### src/rtl/mult18_share_sched_if.sv
// Requester-side and result-side signals of the shared 18x18 multiplier.
// master drives operands and stall/kill controls; slave is the scheduler.
interface mult18_share_sched_if;
   logic [3:0]  req_valid;
   logic [71:0] req_a;
   logic [71:0] req_b;
   logic [3:0]  req_ready;
   logic        hold;
   logic        flush;
   logic [35:0] p;
   logic        p_valid;
   logic [1:0]  p_id;
   logic        busy;

   modport master (
      output req_valid, req_a, req_b, hold, flush,
      input  req_ready, p, p_valid, p_id, busy
   );

   modport slave (
      input  req_valid, req_a, req_b, hold, flush,
      output req_ready, p, p_valid, p_id, busy
   );
endinterface

### src/rtl/mult18_share_sched.sv
// Round-robin scheduler time-sharing one pipelined 18x18 signed multiplier
// among four requesters; HOLD acts as the multiplier clock enable.
module mult18_share_sched #(
   parameter int PIPE    = 2,
   parameter int RR_INIT = 0
) (
   input  logic                  clk,
   input  logic                  rst_n,
   mult18_share_sched_if.slave   bus
);

   localparam logic [1:0] PTR_RESET = RR_INIT[1:0];

   logic [1:0]        ptr_q, ptr_d;
   logic              grant_vld;
   logic [1:0]        grant_id;
   logic [3:0]        req_ready;

   logic signed [17:0] s0_a_q, s0_a_d, s0_b_q, s0_b_d;
   logic              s0_vld_q, s0_vld_d;
   logic [1:0]        s0_id_q, s0_id_d;

   logic signed [35:0] mul_prod_q [PIPE];
   logic signed [35:0] mul_prod_d [PIPE];
   logic [PIPE-1:0]   mul_vld_q, mul_vld_d;
   logic [1:0]        mul_id_q [PIPE];
   logic [1:0]        mul_id_d [PIPE];

   logic signed [35:0] p_q, p_d;
   logic              p_vld_q, p_vld_d;
   logic [1:0]        p_id_q, p_id_d;
   logic signed [35:0] prod;

   // Search starts at ptr_q; the 2-bit index sum wraps modulo 4 by itself.
   always_comb begin
      // NOTE: every combinational output gets a default first, so no path leaves it unassigned and no latch is inferred.
      grant_vld = 1'b0;
      grant_id  = ptr_q;
      if (rst_n && !bus.hold && !bus.flush) begin
         for (int j = 0; j < 4; j++) begin
            if (!grant_vld && bus.req_valid[ptr_q + 2'(j)]) begin
               grant_vld = 1'b1;
               grant_id  = ptr_q + 2'(j);
            end
         end
      end
      req_ready = grant_vld ? (4'b0001 << grant_id) : 4'b0000;
   end

   always_comb begin
      ptr_d      = grant_vld ? grant_id + 2'd1 : ptr_q;
      s0_a_d     = s0_a_q;
      s0_b_d     = s0_b_q;
      s0_vld_d   = s0_vld_q;
      s0_id_d    = s0_id_q;
      mul_prod_d = mul_prod_q;
      mul_vld_d  = mul_vld_q;
      mul_id_d   = mul_id_q;
      p_d        = p_q;
      p_vld_d    = 1'b0;
      p_id_d     = p_id_q;
      prod       = s0_a_q * s0_b_q;

      if (bus.flush) begin
         s0_vld_d  = 1'b0;
         mul_vld_d = '0;
      end else if (!bus.hold) begin
         s0_vld_d = grant_vld;
         s0_id_d  = grant_id;
         if (grant_vld) begin
            s0_a_d = bus.req_a[18*grant_id +: 18];
            s0_b_d = bus.req_b[18*grant_id +: 18];
         end
         mul_prod_d[0] = prod;
         mul_vld_d[0]  = s0_vld_q;
         mul_id_d[0]   = s0_id_q;
         for (int i = 1; i < PIPE; i++) begin
            mul_prod_d[i] = mul_prod_q[i-1];
            mul_vld_d[i]  = mul_vld_q[i-1];
            mul_id_d[i]   = mul_id_q[i-1];
         end
         // P and P_ID only move on a real result; otherwise they hold.
         p_vld_d = mul_vld_q[PIPE-1];
         if (mul_vld_q[PIPE-1]) begin
            p_d    = mul_prod_q[PIPE-1];
            p_id_d = mul_id_q[PIPE-1];
         end
      end
   end

   always_ff @(posedge clk or negedge rst_n) begin
      if (!rst_n) begin
         ptr_q     <= PTR_RESET;
         s0_vld_q  <= 1'b0;
         mul_vld_q <= '0;
         p_q       <= '0;
         p_vld_q   <= 1'b0;
         p_id_q    <= '0;
      end else begin
         // NOTE: non-blocking assignments so every flop samples pre-edge values regardless of statement order.
         ptr_q     <= ptr_d;
         s0_vld_q  <= s0_vld_d;
         mul_vld_q <= mul_vld_d;
         p_q       <= p_d;
         p_vld_q   <= p_vld_d;
         p_id_q    <= p_id_d;
      end
   end

   // NOTE: pipeline data registers carry no reset; their valid bits qualify them, which keeps the reset net off the wide datapath.
   always_ff @(posedge clk) begin
      s0_a_q     <= s0_a_d;
      s0_b_q     <= s0_b_d;
      s0_id_q    <= s0_id_d;
      mul_prod_q <= mul_prod_d;
      mul_id_q   <= mul_id_d;
   end

   assign bus.req_ready = req_ready;
   assign bus.p         = p_q;
   assign bus.p_valid   = p_vld_q;
   assign bus.p_id      = p_id_q;
   assign bus.busy      = s0_vld_q | (|mul_vld_q) | p_vld_q;

endmodule

### src/flat_wrapper.sv
// flat-port wrapper written by rule: the top's interface ports become plain ports
module mult18_share_sched_flat 
#(
   parameter int PIPE    = 2,
   parameter int RR_INIT = 0
)
  (clk, rst_n, bus_req_valid, bus_req_a, bus_req_b, bus_hold, bus_flush, bus_req_ready, bus_p, bus_p_valid, bus_p_id, bus_busy);
  mult18_share_sched_if bus_i ();
  input  logic clk;
  input  logic rst_n;
  input wire logic [$bits(bus_i.req_valid)-1:0] bus_req_valid;
  input wire logic [$bits(bus_i.req_a)-1:0] bus_req_a;
  input wire logic [$bits(bus_i.req_b)-1:0] bus_req_b;
  input wire logic [$bits(bus_i.hold)-1:0] bus_hold;
  input wire logic [$bits(bus_i.flush)-1:0] bus_flush;
  output wire logic [$bits(bus_i.req_ready)-1:0] bus_req_ready;
  output wire logic [$bits(bus_i.p)-1:0] bus_p;
  output wire logic [$bits(bus_i.p_valid)-1:0] bus_p_valid;
  output wire logic [$bits(bus_i.p_id)-1:0] bus_p_id;
  output wire logic [$bits(bus_i.busy)-1:0] bus_busy;
  assign bus_i.req_valid = bus_req_valid;
  assign bus_i.req_a = bus_req_a;
  assign bus_i.req_b = bus_req_b;
  assign bus_i.hold = bus_hold;
  assign bus_i.flush = bus_flush;
  assign bus_req_ready = bus_i.req_ready;
  assign bus_p = bus_i.p;
  assign bus_p_valid = bus_i.p_valid;
  assign bus_p_id = bus_i.p_id;
  assign bus_busy = bus_i.busy;
  mult18_share_sched #(.PIPE(PIPE), .RR_INIT(RR_INIT)) u_core (.clk(clk), .rst_n(rst_n), .bus(bus_i));
endmodule
### config.mk
export PLATFORM = sky130hd
export DESIGN_NAME = mult18_share_sched_flat
export DESIGN_NICKNAME = d
export VERILOG_FILES = /design/src/rtl/mult18_share_sched_if.sv /design/src/rtl/mult18_share_sched.sv /design/src/flat_wrapper.sv
export SDC_FILE = /design/constraint.sdc
export NUM_CORES = 1
export LEC_CHECK = 0
export ABC_AREA = 1
export BUFFER_PORTS_ARGS = -buffer_cell sky130_fd_sc_hd__buf_4
export CELL_PAD_IN_SITES_DETAIL_PLACEMENT = 0
export CELL_PAD_IN_SITES_GLOBAL_PLACEMENT = 1
export CORE_UTILIZATION = 50
export DETAILED_ROUTE_END_ITERATION = 8
export GPL_ROUTABILITY_DRIVEN = 1
export PLACE_DENSITY = 0.9
export SYNTH_ARGS = -nofsm -noshare
export SYNTH_HDL_FRONTEND = slang
export SYNTH_SLANG_ARGS = --single-unit
### constraint.sdc
create_clock -name clk -period 14.3 [get_ports clk]
set_input_delay 0.715 -clock clk [delete_from_list [all_inputs] [get_ports clk]]
set_output_delay 0.715 -clock clk [all_outputs]
set_load 0.05 [all_outputs]
==> results.json <==
{
  "wl_per_cell_um": 16.1,
  "path_class": "reg2reg",
  "ctsHoldBuffers": 0,
  "crit_slowest_cell": "edfxtp_1",
  "die_w_um": 202,
  "grt-ovfl-total": 0,
  "hold-worst-slack_ps": 266,
  "ys_ff_latch": 158,
  "tns_ps": 0,
  "rows": 72,
  "path_buf_inv": 4,
  "firstDrtPassIters": 8,
  "cts.repair.resized": 0,
  "n_fill_cell": 3574,
  "grt.total_usage": 0.258,
  "syn_to_final_growth_pct": 11.2,
  "drt-initial-drc-count": 990,
  "grt_pass1_vias": 16468,
  "critPathMaxFanout": 18,
  "wirelength_um": 49400,
  "fin_nets": 3111,
  "numCtsBuffers": 17,
  "drive_gt1_frac": 0.0978,
  "place_congestion": 0.883,
  "htree_levels": 4,
  "cts.path.max_buffers": 2,
  "clk_pin_slew_ps": 70,
  "synth_cell_types": 38,
  "end_kind": "register",
  "syn_area_per_cell_um2": 8.23,
  "ant_nets": 0,
  "max_cap_viol_count": 0,
  "tightestPinTransition_ps": 1080,
  "clock_skew_ps": 20.1,
  "io_buffers": 195,
  "drc_errors": 0,
  "fmax_ghz": 0.151,
  "clkSinkCount": 158,
  "antenna_found_initial": 0,
  "grt_pass1_wl_um": 83100,
  "setup_viol": 0,
  "grt_max_degree": 74,
  "n_antenna_cell": 0,
  "final_util": 0.570,
  "boundaryPins": 196,
  "status": "finished, final reports clean",
  "hp-class": "in2async",
  "multi_input_area_um2": 12500,
  "critPathMaxStageDelay_ps": 800,
  "crit_path_cell_trace": "nand2_1 > fa_1 > inv_1 > fa_1 > inv_1 > fa_1 > fa_1 > fa_1 > fa_1 > inv_1 > ha_1 > nand2_1 > nor2_1 > inv_1 > nor4_1 > a21oi_1 > nand3_1 > nand2_1",
  "rsz0062_at_grt": "false",
  "fin_crit_sh": 0.464,
  "final-hold-violation-count": 0,
  "vias_per_cell": 5.01,
  "vias": 15350,
  "synth_cells": 2430,
  "syn_area_um2": 20000,
  "core_um2": 39000,
  "yosysWarnings": 0,
  "postCtsSetupBuffers": 0,
  "fp.dieH_um": 202,
  "crit_top_cell": "fa_1",
  "cp.required_ps": 14510,
  "slew_viol_final": 0,
  "period_minus_slack_ps": 6640,
  "place_hpwl_um": 39400,
  "synth.net_count": 3008,
  "dp_slack_ps": 7680,
  "clock_latency_ps": 460,
  "slew_headroom": 0.276,
  "cts_tree": "yes",
  "ys_seq_area_frac": 0.226,
  "cp_top_family": "adder cells",
  "die_area_um2": 40800,
  "initial_core_util": 0.512,
  "regArea_um2": 4520,
  "clock_tree.root_cell": "clkbuf_16",
  "worst_slack_ps": 7660,
  "worst_setup_path_start_kind": "register",
  "worst_ep_arrival_time_ps": 6850
}
## synthesized netlist by cell type (all sizes together)
library cell  instances  share of area
nor3                  8         0.0020
o21a                  2        0.00075
o21ai                27         0.0069
nor2                 60          0.011
nand2               669           0.13
clkinv                2        0.00044
inv                 650           0.12
a21o                  5         0.0019
xor2                 23          0.010
clkbuf               82          0.015
fa                  329           0.33
o21bai                2        0.00075
xnor2                10         0.0044
dfrtp                44          0.055
a21oi                35         0.0088
buf                  35          0.011
nand3               215          0.054
ha                   97          0.061
or2                   5         0.0016
o221ai                2        0.00088
o311ai                1        0.00044
o211ai                2        0.00075
a211oi                1        0.00038
o22ai                 2        0.00063
edfxtp              114           0.17
nand4                 7         0.0022
nor4                  1        0.00031
## cell type report
class / count / area share
Multi-Input combinational cell: 1503 / 0.562
Sequential cell: 158 / 0.204
Inverter: 652 / 0.110
Timing Repair Buffer: 201 / 0.0679
Tap cell: 518 / 0.0292
Clock buffer: 20 / 0.0216
Clock inverter: 12 / 0.00529
## logic make-up (layout without fill, tap and decap cells)
group | after synthesis | count (layout) | share of synthesized area
buffers and inverters | 769 | 885 | 0.149
adders and majority gates | 426 | 426 | 0.390
xor gates and xnor gates | 33 | 33 | 0.0145
DFF | 158 | 158 | 0.226
AOI/OAI and AO/OA | 79 | 79 | 0.0222
and+or+nand+nor | 965 | 965 | 0.198
## per-stage QoR
stage,instance area (um^2),instances
after floorplan,20000,2430
final,22200,3064
after global routing,22200,3064
after CTS,22200,3064
after global placement,21600,3032
after detailed placement,21600,3032
## placed cells by master, fill, tap and decap left out, types with 35 or more instances in the layout
| master | count |
|---|---|
| fa_1 | 329 |
| edfxtp_1 | 114 |
| dfrtp_1 | 44 |
| nand3_1 | 214 |
| a21oi_1 | 35 |
| buf_4 | 201 |
| inv_1 | 648 |
| nand2_1 | 665 |
| nor2_1 | 57 |
| ha_1 | 97 |
## state kept, by name, summed over array words and instances (netlist names)
| name | flops |
|---|---|
| u_core.mul_prod_q | 72 |
| u_core.bus.p | 36 |
| u_core.mul_id_q | 4 |
| u_core.mul_vld_q | 2 |
| u_core.bus.p_id | 2 |
| u_core.ptr_q | 2 |
| u_core.s0_b_q | 18 |
| u_core.s0_a_q | 18 |
| u_core.bus.p_valid | 1 |
| u_core.s0_vld_q | 1 |
| u_core.s0_id_q | 2 |
## per-layer routing
layer | vias up | wire, um | global-route usage
met5 | - | 0 | 0
met4 | 0 | 950 | 0.0649
met3 | 74 | 3600 | 0.0526
met2 | 563 | 23400 | 0.431
met1 | 7399 | 21400 | 0.342
li1 | 7314 | - | -
## worst paths after layout
path | slack [ps] | to | cells after the start | startpoint
min in group clk | 420 | u_core.mul_prod_q[8]$_DFFE_PP_ | 0 | u_core.mul_prod_q[44]$_DFFE_PP_
min | 270 | u_core.ptr_q[1]$_DFFE_PN0P_ | 1 | rst_n
min reg2reg | 420 | u_core.mul_prod_q[8]$_DFFE_PP_ | 0 | u_core.mul_prod_q[44]$_DFFE_PP_
max | 7660 | u_core.mul_prod_q[70]$_DFFE_PP_ | 18 | u_core.s0_b_q[3]$_DFFE_PP_
max in group asynchronous | 13640 | u_core.bus.p[15]$_DFFE_PN0P_ | 1 | rst_n
max reg2reg | 7660 | u_core.mul_prod_q[70]$_DFFE_PP_ | 18 | u_core.s0_b_q[3]$_DFFE_PP_
## worst register-to-register path, cell delays in order (launching register included)
cell and delay [ps]:
edfxtp_1 800, nand2_1 300, fa_1 680, inv_1 180
fa_1 760, inv_1 170, fa_1 520, fa_1 570
fa_1 420, fa_1 490, inv_1 40, ha_1 360
nand2_1 120, nor2_1 160, inv_1 100, nor4_1 400
a21oi_1 180, nand3_1 110, nand2_1 50
Power is left out: the tool's default activity adds up to more than one toggle a clock period on the data nets, which glitch-free logic cannot reach.
